## src/rtl/wormhole_out_alloc_pkg.sv

```systemverilog
// Shared definitions for the wormhole output allocator and its round-robin picker.
package wormhole_out_alloc_pkg;

    // Allocator FSM: free, or bound to one input for the duration of a packet
    typedef enum logic {
        ST_IDLE   = 1'b0,
        ST_LOCKED = 1'b1
    } alloc_state_e;

    localparam int unsigned DEF_IN_N    = 5;
    localparam int unsigned DEF_CREDITS = 4;

endpackage

```

## src/rtl/wormhole_out_alloc_rr_pick.sv

```systemverilog
// Combinational round-robin picker: first set request at or after ptr, wrapping.
module rr_pick #(
    parameter int unsigned N = 5
) (
    input  logic [N-1:0]         req,
    input  logic [$clog2(N)-1:0] ptr,
    output logic                 any,
    output logic [$clog2(N)-1:0] idx,
    output logic [N-1:0]         onehot
);
    localparam int unsigned W = $clog2(N);

    logic [2*N-1:0] dbl;
    logic           found;

    // Duplicated request vector: positions below ptr in the lower copy are masked,
    // so a plain low-to-high priority search yields the wrapped round-robin winner.
    always_comb begin
        dbl   = {req, req};
        found = 1'b0;
        idx   = '0;
        for (int unsigned i = 0; i < 2 * N; i++) begin
            if (!found && dbl[i] && (i >= 32'(ptr))) begin
                found = 1'b1;
                idx   = (i >= N) ? W'(i - N) : W'(i);
            end
        end
        any    = |req;
        onehot = any ? (N'(1) << idx) : '0;
    end

endmodule

```

## src/rtl/wormhole_out_alloc.sv

```systemverilog
// Output-port allocator: round-robin grant held for a whole packet, credit-gated transfers.
module wormhole_out_alloc
    import wormhole_out_alloc_pkg::*;
#(
    parameter int unsigned IN_N    = DEF_IN_N,
    parameter int unsigned CREDITS = DEF_CREDITS
) (
    input  logic                         clk_i,
    input  logic                         rst_ni,
    input  logic [IN_N-1:0]              req_i,
    input  logic [IN_N-1:0]              tail_i,
    input  logic                         credit_i,
    output logic [IN_N-1:0]              grant_o,
    output logic [$clog2(IN_N)-1:0]      grant_idx_o,
    output logic                         locked_o,
    output logic                         xfer_o,
    output logic [$clog2(CREDITS+1)-1:0] credit_cnt_o,
    output logic                         err_o
);
    localparam int unsigned IW = $clog2(IN_N);
    localparam int unsigned CW = $clog2(CREDITS + 1);

    alloc_state_e    state_q, state_d;
    logic [IW-1:0]   owner_q, ptr_q;
    logic [IN_N-1:0] owner_oh_q;
    logic [CW-1:0]   cred_q;
    logic            err_q;

    logic            pick_any;
    logic [IW-1:0]   pick_idx;
    logic [IN_N-1:0] pick_oh;
    logic            owner_req, owner_tail, xfer, release_pkt;

    rr_pick #(.N(IN_N)) u_pick (
        .req    (req_i),
        .ptr    (ptr_q),
        .any    (pick_any),
        .idx    (pick_idx),
        .onehot (pick_oh)
    );

    // Next state and transfer decision; tail only counts when the owner's request is up
    always_comb begin
        state_d     = state_q;
        owner_req   = |(req_i & owner_oh_q);
        owner_tail  = |(req_i & tail_i & owner_oh_q);
        xfer        = 1'b0;
        release_pkt = 1'b0;
        case (state_q)
            ST_IDLE: begin
                if (pick_any) state_d = ST_LOCKED;
            end
            ST_LOCKED: begin
                xfer        = owner_req && (cred_q != '0);
                release_pkt = xfer && owner_tail;
                if (release_pkt) state_d = ST_IDLE;
            end
            default: state_d = ST_IDLE;
        endcase
    end

    // FSM, owner capture on grant, pointer advance only on tail release
    always_ff @(posedge clk_i or negedge rst_ni) begin
        if (!rst_ni) begin
            state_q    <= ST_IDLE;
            owner_q    <= '0;
            owner_oh_q <= '0;
            ptr_q      <= '0;
        end else begin
            state_q <= state_d;
            if (state_q == ST_IDLE && pick_any) begin
                owner_q    <= pick_idx;
                owner_oh_q <= pick_oh;
            end
            if (release_pkt)
                ptr_q <= (owner_q == IW'(IN_N - 1)) ? '0 : owner_q + IW'(1);
        end
    end

    // Saturating credit counter with sticky overflow flag
    always_ff @(posedge clk_i or negedge rst_ni) begin
        if (!rst_ni) begin
            cred_q <= CW'(CREDITS);
            err_q  <= 1'b0;
        end else begin
            if (xfer && !credit_i) begin
                cred_q <= cred_q - CW'(1);
            end else if (!xfer && credit_i) begin
                if (cred_q == CW'(CREDITS)) err_q  <= 1'b1;
                else                        cred_q <= cred_q + CW'(1);
            end
        end
    end

    // Output decode: owner outputs are forced to zero while unlocked
    always_comb begin
        locked_o     = (state_q == ST_LOCKED);
        grant_o      = locked_o ? owner_oh_q : '0;
        grant_idx_o  = locked_o ? owner_q : '0;
        xfer_o       = xfer;
        credit_cnt_o = cred_q;
        err_o        = err_q;
    end

endmodule

```

## config.mk

```make
export PLATFORM = sky130hd
export DESIGN_NAME = wormhole_out_alloc
export DESIGN_NICKNAME = d
export VERILOG_FILES = /design/src/rtl/wormhole_out_alloc_pkg.sv /design/src/rtl/wormhole_out_alloc_rr_pick.sv /design/src/rtl/wormhole_out_alloc.sv
export SDC_FILE = /design/constraint.sdc
export NUM_CORES = 1
export LEC_CHECK = 0
export CAP_MARGIN = 20
export CORE_UTILIZATION = 30
export DETAILED_ROUTE_END_ITERATION = 10
export GPL_ROUTABILITY_DRIVEN = 0
export SYNTH_ARGS = -nofsm -noshare
export SYNTH_HDL_FRONTEND = slang
export SYNTH_SLANG_ARGS = --single-unit
```

## constraint.sdc

```tcl
create_clock -name clk_i -period 2.9 [get_ports clk_i]
set_input_delay 0.58 -clock clk_i [delete_from_list [all_inputs] [get_ports clk_i]]
set_output_delay 0.58 -clock clk_i [all_outputs]
set_load 0.01 [all_outputs]
```

==> results of run 1 <==
[worst max path at each step]
stage	slack, ps	cells past startpoint	startpoint	endpoint
after detailed placement	-70	10	req_i[3]	credit_cnt_o[2]$_DFFE_PN1P_
final	160	4	req_i[3]	xfer_o
after floorplan	600	9	req_i[0]	credit_cnt_o[2]$_DFFE_PN1P_
after global routing	70	10	req_i[3]	credit_cnt_o[2]$_DFFE_PN1P_
after global placement	60	10	req_i[0]	credit_cnt_o[2]$_DFFE_PN1P_
after CTS	170	4	req_i[3]	xfer_o
[state kept, by name (all words and copies together), names as in the netlist]
signal        count
owner_oh_q        5
credit_cnt_o      3
owner_q           3
ptr_q             3
err_o             1
locked_o          1
[Yosys cell counts, drive strengths merged, types with 3 or more instances]
library cell  number  area (µm²)
a21oi              8       40.04
and3               3       18.77
nand2             10       37.54
ha                 4       50.05
inv               10       37.54
nand4              3       18.77
nor2               6       22.52
o21ai              7       35.03
o31ai              3       22.52
nand2b             5       31.28
dfrtp             15       375.4
nand3              4       20.02
and2               9       56.30
mux2               3       33.78
[cell families after synthesis]
group,after synthesis,share of synthesized area
adder cells (fa/ha/maj),5,0.06415
flip-flops,16,0.3677
XOR/XNOR,1,0.008020
multiplexers,4,0.04009
buffers and inverters,14,0.05041
AO/OA/AOI/OAI,39,0.2440
AND/OR/NAND/NOR,46,0.2257
[power by group through the flow]
stage	Clock, mW	Combinational, mW	Sequential (mW)
2_1_floorplan	0	0.586	0.430
3_3_place_gp	0	0.897	0.472
3_5_place_dp	0	0.920	0.476
4_1_cts	0.135	0.930	0.471
5_1_grt	0.145	1.02	0.491
6_report	0.130	0.928	0.476
[final cells by class]
type                            instances  share of cell area
Clock buffer                            4             0.01795
Timing Repair Buffer                   32              0.2085
Inverter                               10             0.02564
Multi-Input combinational cell         95              0.4342
Tap cell                               46             0.03932
Sequential cell                        16              0.2744
[metrics by stage]
step / hold slack (ps) / cell area (µm²) / setup slack, ps
6_report: 495.3 / 1464 / 159.1
3_3_place_gp: 468.5 / 1438 / 60.60
2_1_floorplan: 284.4 / 1092 / 602.5
5_1_grt: 523.1 / 1464 / 72.47
4_1_cts: 500.2 / 1464 / 168.8
3_5_place_dp: 474.2 / 1438 / -69.74
[routing by layer]
metal	track usage	vias to the layer above	routed length, µm
met3	0.05699	2	254
met2	0.2706	53	1451
li1	-	520	-
met1	0.2071	524	1348
met4	0.06686	0	30
met5	0	-	0
[layout by cell type (no fill, tap or decap), types with 3 or more instances in the layout]
cell type	count
nand4_1	3
o31ai_1	3
dfrtp_1	15
nand2b_1	5
ha_1	4
buf_4	6
and3_1	3
nor2_1	6
clkbuf_4	3
inv_1	10
a21oi_1	8
nand2_1	10
nand3_1	4
o21ai_0	5
clkdlybuf4s50_1	26
mux2_2	3
and2_1	9
==> impl_metrics.toml, run 1 <==
[synth]
ys_seq_area_frac = 0.3677
synthCells = 125
synth_nets = 143
synthFlopType = "dfrtp_1"
yosysUniqueCellTypes = 40
async_reset_ff_frac = 1.000
yosysWarnings = 0
synth_edf_count = 0
syn_area_per_cell_um2 = 8.738
ys_ff_latch = 16
synth_area_um2 = 1092

[cts]
cts_sinks = 16
cts_resized = 0
clk_pin_slew_ps = 90
root_buffer = "clkbuf_4"
postCtsHoldBufs = 0
cts_buffers = 3
cts_buffer_depth = 2
worstSkewPairLatency_ps = 300
cts_setup_buffers = 0
cts_tree = "built"
htree_num_levels = 1

[final_layout]
fill_cells = 361
regArea_um2 = 401.6
multi_input_area_um2 = 635.6
nNetsFinal = 176
drive_gt1_frac = 0.09554
fin_cells = 203
finish.utilization = 0.4286
area_growth_pct = 34.02
n_antenna_cell = 0

[floorplan]
die_h_um = 62.34
core_um2 = 3416
dieArea_um2 = 3886
core.rowCount = 21
die_w_um = 62.34
initial_core_util = 0.3198
io_pins = 27

[sta]
skew_ps = 13.07
tightest_slew_ps = 741.0
fin_crit_ps = 2741
post-route-period-util = 0.9452
slew_headroom = 0.5044
fin_setup_tns_ps = 0
rsz0062_at_grt = "false"
hold_viol = 0
finalSetupViolations = 0
fmax_mhz = 364.8
slew_violations = 0

[critical_path]
cp_common_cell = "clkdlybuf4s50_1"
start_kind = "primary input"
reg2regPathDepth = 9
cp_cell_sequence = "clkdlybuf4s50_1, a222oi_1, a21oi_1, clkdlybuf4s50_1"
crit_type = "in -> out"
slowest_delay_ps = 640
arrival_ps = 2160
r2r_start = "credit_cnt_o[2]$_DFFE_PN1P_"
rrSetupSlack_ps = 390
crit_path_max_fanout = 4
worstSetupEndpointType = "primary output"
slowest_stage = "clkdlybuf4s50_1"
path_buf_inv = 2
crit_family = "buffers and inverters"
reg2reg_to = "credit_cnt_o[2]$_DFFE_PN1P_"
cp_data_required_time_ps = 2320

[power]
power_switching_uw = 661.9
ir_drop_v = 0.0004649
p_comb_frac = 0.605
clock_power_share = 0.085
swShare = 0.4316
power_density_nw_per_um2 = 1048
power.internal_uw = 871.8
seqPwrFrac = 0.310
power.total_mw = 1.534
p_leak_nw = 0.6209

[routing]
drt-initial-drc-count = 42
drt-wirelength-per-cell_um = 15.19
viasPerCell = 5.414
drc = 0
finalWirelength_mm = 3.084
detail-route-antenna-nets = 0
first_pass_iters = 5
dr_total_vias = 1099

[global_route]
grt_overflow_total = 0
antenna_found_initial = 0
grt_pass1_wl_mm = 5.092
track_usage = 0.1686
grt_pass1_vias = 1085
grt_max_degree = 17

[min_path]
hold_path.class = "reg -> reg"
hp-start = "err_o$_DFFE_PN0P_"
whs_path_depth = 1
holdPathEnd = "err_o$_DFFE_PN0P_"

[placement]
portBuffers = 26
dp_cells = 199
dp_hpwl_mm = 2.305

[run_status]
status = "completed"

[flow_run]
drv_cap = 0
Power figures use the tool's default switching activity.
==> run 2, diff against run 1 <==
--- a/config.mk
+++ b/config.mk
@@ -5,10 +5,11 @@
 export SDC_FILE = /design/constraint.sdc
 export NUM_CORES = 1
 export LEC_CHECK = 0
-export CAP_MARGIN = 20
+export CAP_MARGIN = 25
 export CORE_UTILIZATION = 30
 export DETAILED_ROUTE_END_ITERATION = 10
 export GPL_ROUTABILITY_DRIVEN = 0
 export SYNTH_ARGS = -nofsm -noshare
 export SYNTH_HDL_FRONTEND = slang
+export SYNTH_HIERARCHICAL = 1
 export SYNTH_SLANG_ARGS = --single-unit
==> run 2 against run 1 <==
Compared with the run above:
- worst setup slack better by 140 ps
- sequential cell count did not move
- critical path depth unchanged
- area after synthesis up 8.2%
- die area grew 8.0%
- combinational power is 6.6% higher
- routed wire length is 7.9% lower
- final area grew 7.4%
- clock skew decreased by 12 ps
- global-route usage fell by 2.4 points
- hold slack got worse by 30 ps
- clock-buffer cell count is the same
- critical path type unchanged
- largest power group unchanged
==> impl_metrics.toml, run 2 <==
[floorplan]
dieArea_um2 = 4196
core.rowCount = 22
die_h_um = 64.78
die_w_um = 64.78
initial_core_util = 0.3182
io_pins = 27
core_um2 = 3716

[routing]
drt-wirelength-per-cell_um = 13.72
drc = 0
detail-route-antenna-nets = 0
first_pass_iters = 4
drt-initial-drc-count = 44
viasPerCell = 5.082
finalWirelength_mm = 2.840
dr_total_vias = 1052

[cts]
cts_buffers = 3
cts_buffer_depth = 2
postCtsHoldBufs = 0
worstSkewPairLatency_ps = 240
root_buffer = "clkbuf_8"
cts_resized = 0
cts_tree = "built"
clk_pin_slew_ps = 60
cts_sinks = 16
htree_num_levels = 1
cts_setup_buffers = 0

[min_path]
hold_path.class = "reg -> reg"

[synth]
ys_ff_latch = 16
synthFlopType = "dfrtp_1"
synth_edf_count = 0
yosysTopAreaCell = "dfrtp_1"
async_reset_ff_frac = 1.000
synth_area_um2 = 1182
synth_nets = 146
netlist.area_leader.share = 0.3175
synth_most_common_cell = "dfrtp_1"
synthCells = 128
yosys-top-cells-count = "dfrtp_1, inv_1, a21oi_1, nand3_1, and2_1"
yosysWarnings = 6
ys_seq_area_frac = 0.3397
yosysUniqueCellTypes = 44
syn_area_per_cell_um2 = 9.237
synthTopCellsByArea = "dfrtp_1, mux2_2, and2_1"

[critical_path]
crit_family = "buffers and inverters"
crit_path_max_fanout = 3
start_kind = "primary input"
worstSetupEndpointType = "primary output"
cp_data_required_time_ps = 2320
crit_type = "in -> out"
path_buf_inv = 2
cp_common_cell = "clkdlybuf4s50_1"
cp_cell_sequence = "clkdlybuf4s50_1, a222oi_1, a21oi_2, clkdlybuf4s50_1"
slowest_stage = "clkdlybuf4s50_1"
slowest_delay_ps = 500
arrival_ps = 2020

[sta]
fin_setup_tns_ps = 0
finalSetupViolations = 0
slew_headroom = 0.5083
fin_crit_ps = 2605
fmax_mhz = 383.9
tightest_slew_ps = 736.0
skew_ps = 1.537
hold_viol = 0
rsz0062_at_grt = "false"
slew_violations = 0
post-route-period-util = 0.8981

[final_layout]
nNetsFinal = 178
fill_cells = 363
area_growth_pct = 33.02
regMostFlops = "owner_oh_q"
layout_commonest_cell = "clkdlybuf4s50_1"
n_antenna_cell = 0
finish.utilization = 0.4232
largest_reg_flops = 5
layout_common_cells = "clkdlybuf4s50_1, dfrtp_1, inv_1, nand3_1, a21oi_1"
fin_cells = 207
drive_gt1_frac = 0.1887

[run_status]
status = "completed"

[power]
ir_drop_v = 0.0002931
p_leak_nw = 0.6702
power_density_nw_per_um2 = 1066

[flow_run]
drv_cap = 0

[placement]
portBuffers = 26
dp_hpwl_mm = 2.243
dp_cells = 203

[global_route]
track_usage = 0.1447
grt_pass1_wl_mm = 4.774
grt_overflow_total = 0
grt_pass1_vias = 1034
grt_max_degree = 17
antenna_found_initial = 0
run 2: cell types whose count changed after synthesis, moves of 3 or more:
cell and delta:
nand3_1 +5, mux2_2 +4, nand2b_1 -4, and3_1 -3
mux2_4 +3, nand2_1 -3, nand4_1 -3
run 2: per-layer routing:
metal | track usage | wire [µm] | vias to the layer above
li1 | - | - | 522
met1 | 0.1926 | 1311 | 491
met2 | 0.2422 | 1370 | 33
met3 | 0.02641 | 121 | 6
met4 | 0.03056 | 38 | 0
met5 | 0 | 0 | -
run 2: cell families after synthesis:
group                    share of synthesized area
AND/OR/NAND/NOR                             0.1915
AO/OA/AOI/OAI                               0.2339
buffers and inverters                      0.06348
flip-flops                                  0.3397
multiplexers                                0.1048
adder cells (fa/ha/maj)                    0.05926
XOR/XNOR                                  0.007409
run 2: final cells by class:
type,count,area (µm²),area share
multi-input combinational,95,705.7,0.4487
sequential,16,401.6,0.2554
timing repair buffer,32,305.3,0.1941
tap,48,60.06,0.03819
clock buffer,4,55.05,0.03500
inverter,12,45.04,0.02864
run 2: path summary, 6_finish.rpt:
path                               startpoint  depth (start not counted)                          end  slack, ps
setup reg to reg           locked_o$_DFF_PN0_                          8  credit_cnt_o[2]$_DFFE_PN1P_        690
max in group asynchronous              rst_ni                          1         ptr_q[0]$_DFFE_PN0P_       1720
hold / removal              err_o$_DFFE_PN0P_                          1            err_o$_DFFE_PN0P_        470
min in group asynchronous              rst_ni                          1  credit_cnt_o[1]$_DFFE_PN0P_        750
setup / recovery                     req_i[1]                          4                       xfer_o        300
hold reg to reg             err_o$_DFFE_PN0P_                          1            err_o$_DFFE_PN0P_        470
run 2: power breakdown:
group | leakage (nW) | total (mW) | internal [mW] | switching (mW)
Sequential | 0.194 | 0.496 | 0.336 | 0.160
Combinational | 0.447 | 0.989 | 0.534 | 0.456
Clock | 0.0288 | 0.192 | 0.120 | 0.0717
run 2: metrics by stage:
stage	hold slack, ps	setup slack [ps]	total power [mW]	instance area (µm²)
6_report	465.6	295.4	1.677	1573
5_1_grt	514.5	265.0	1.815	1573
4_1_cts	472.4	280.6	1.685	1573
3_5_place_dp	457.8	241.6	1.488	1518
3_3_place_gp	459.6	280.4	1.459	1518
2_1_floorplan	284.4	749.2	1.108	1182
run 2: worst register-to-register path, cell delays in order (launching register included):
cell and delay [ps]:
dfrtp_1 570, o31ai_1 170, a21oi_2 210, ha_1 270
inv_1 100, fa_1 430, xnor2_1 170, a21oi_1 80
a31oi_1 130
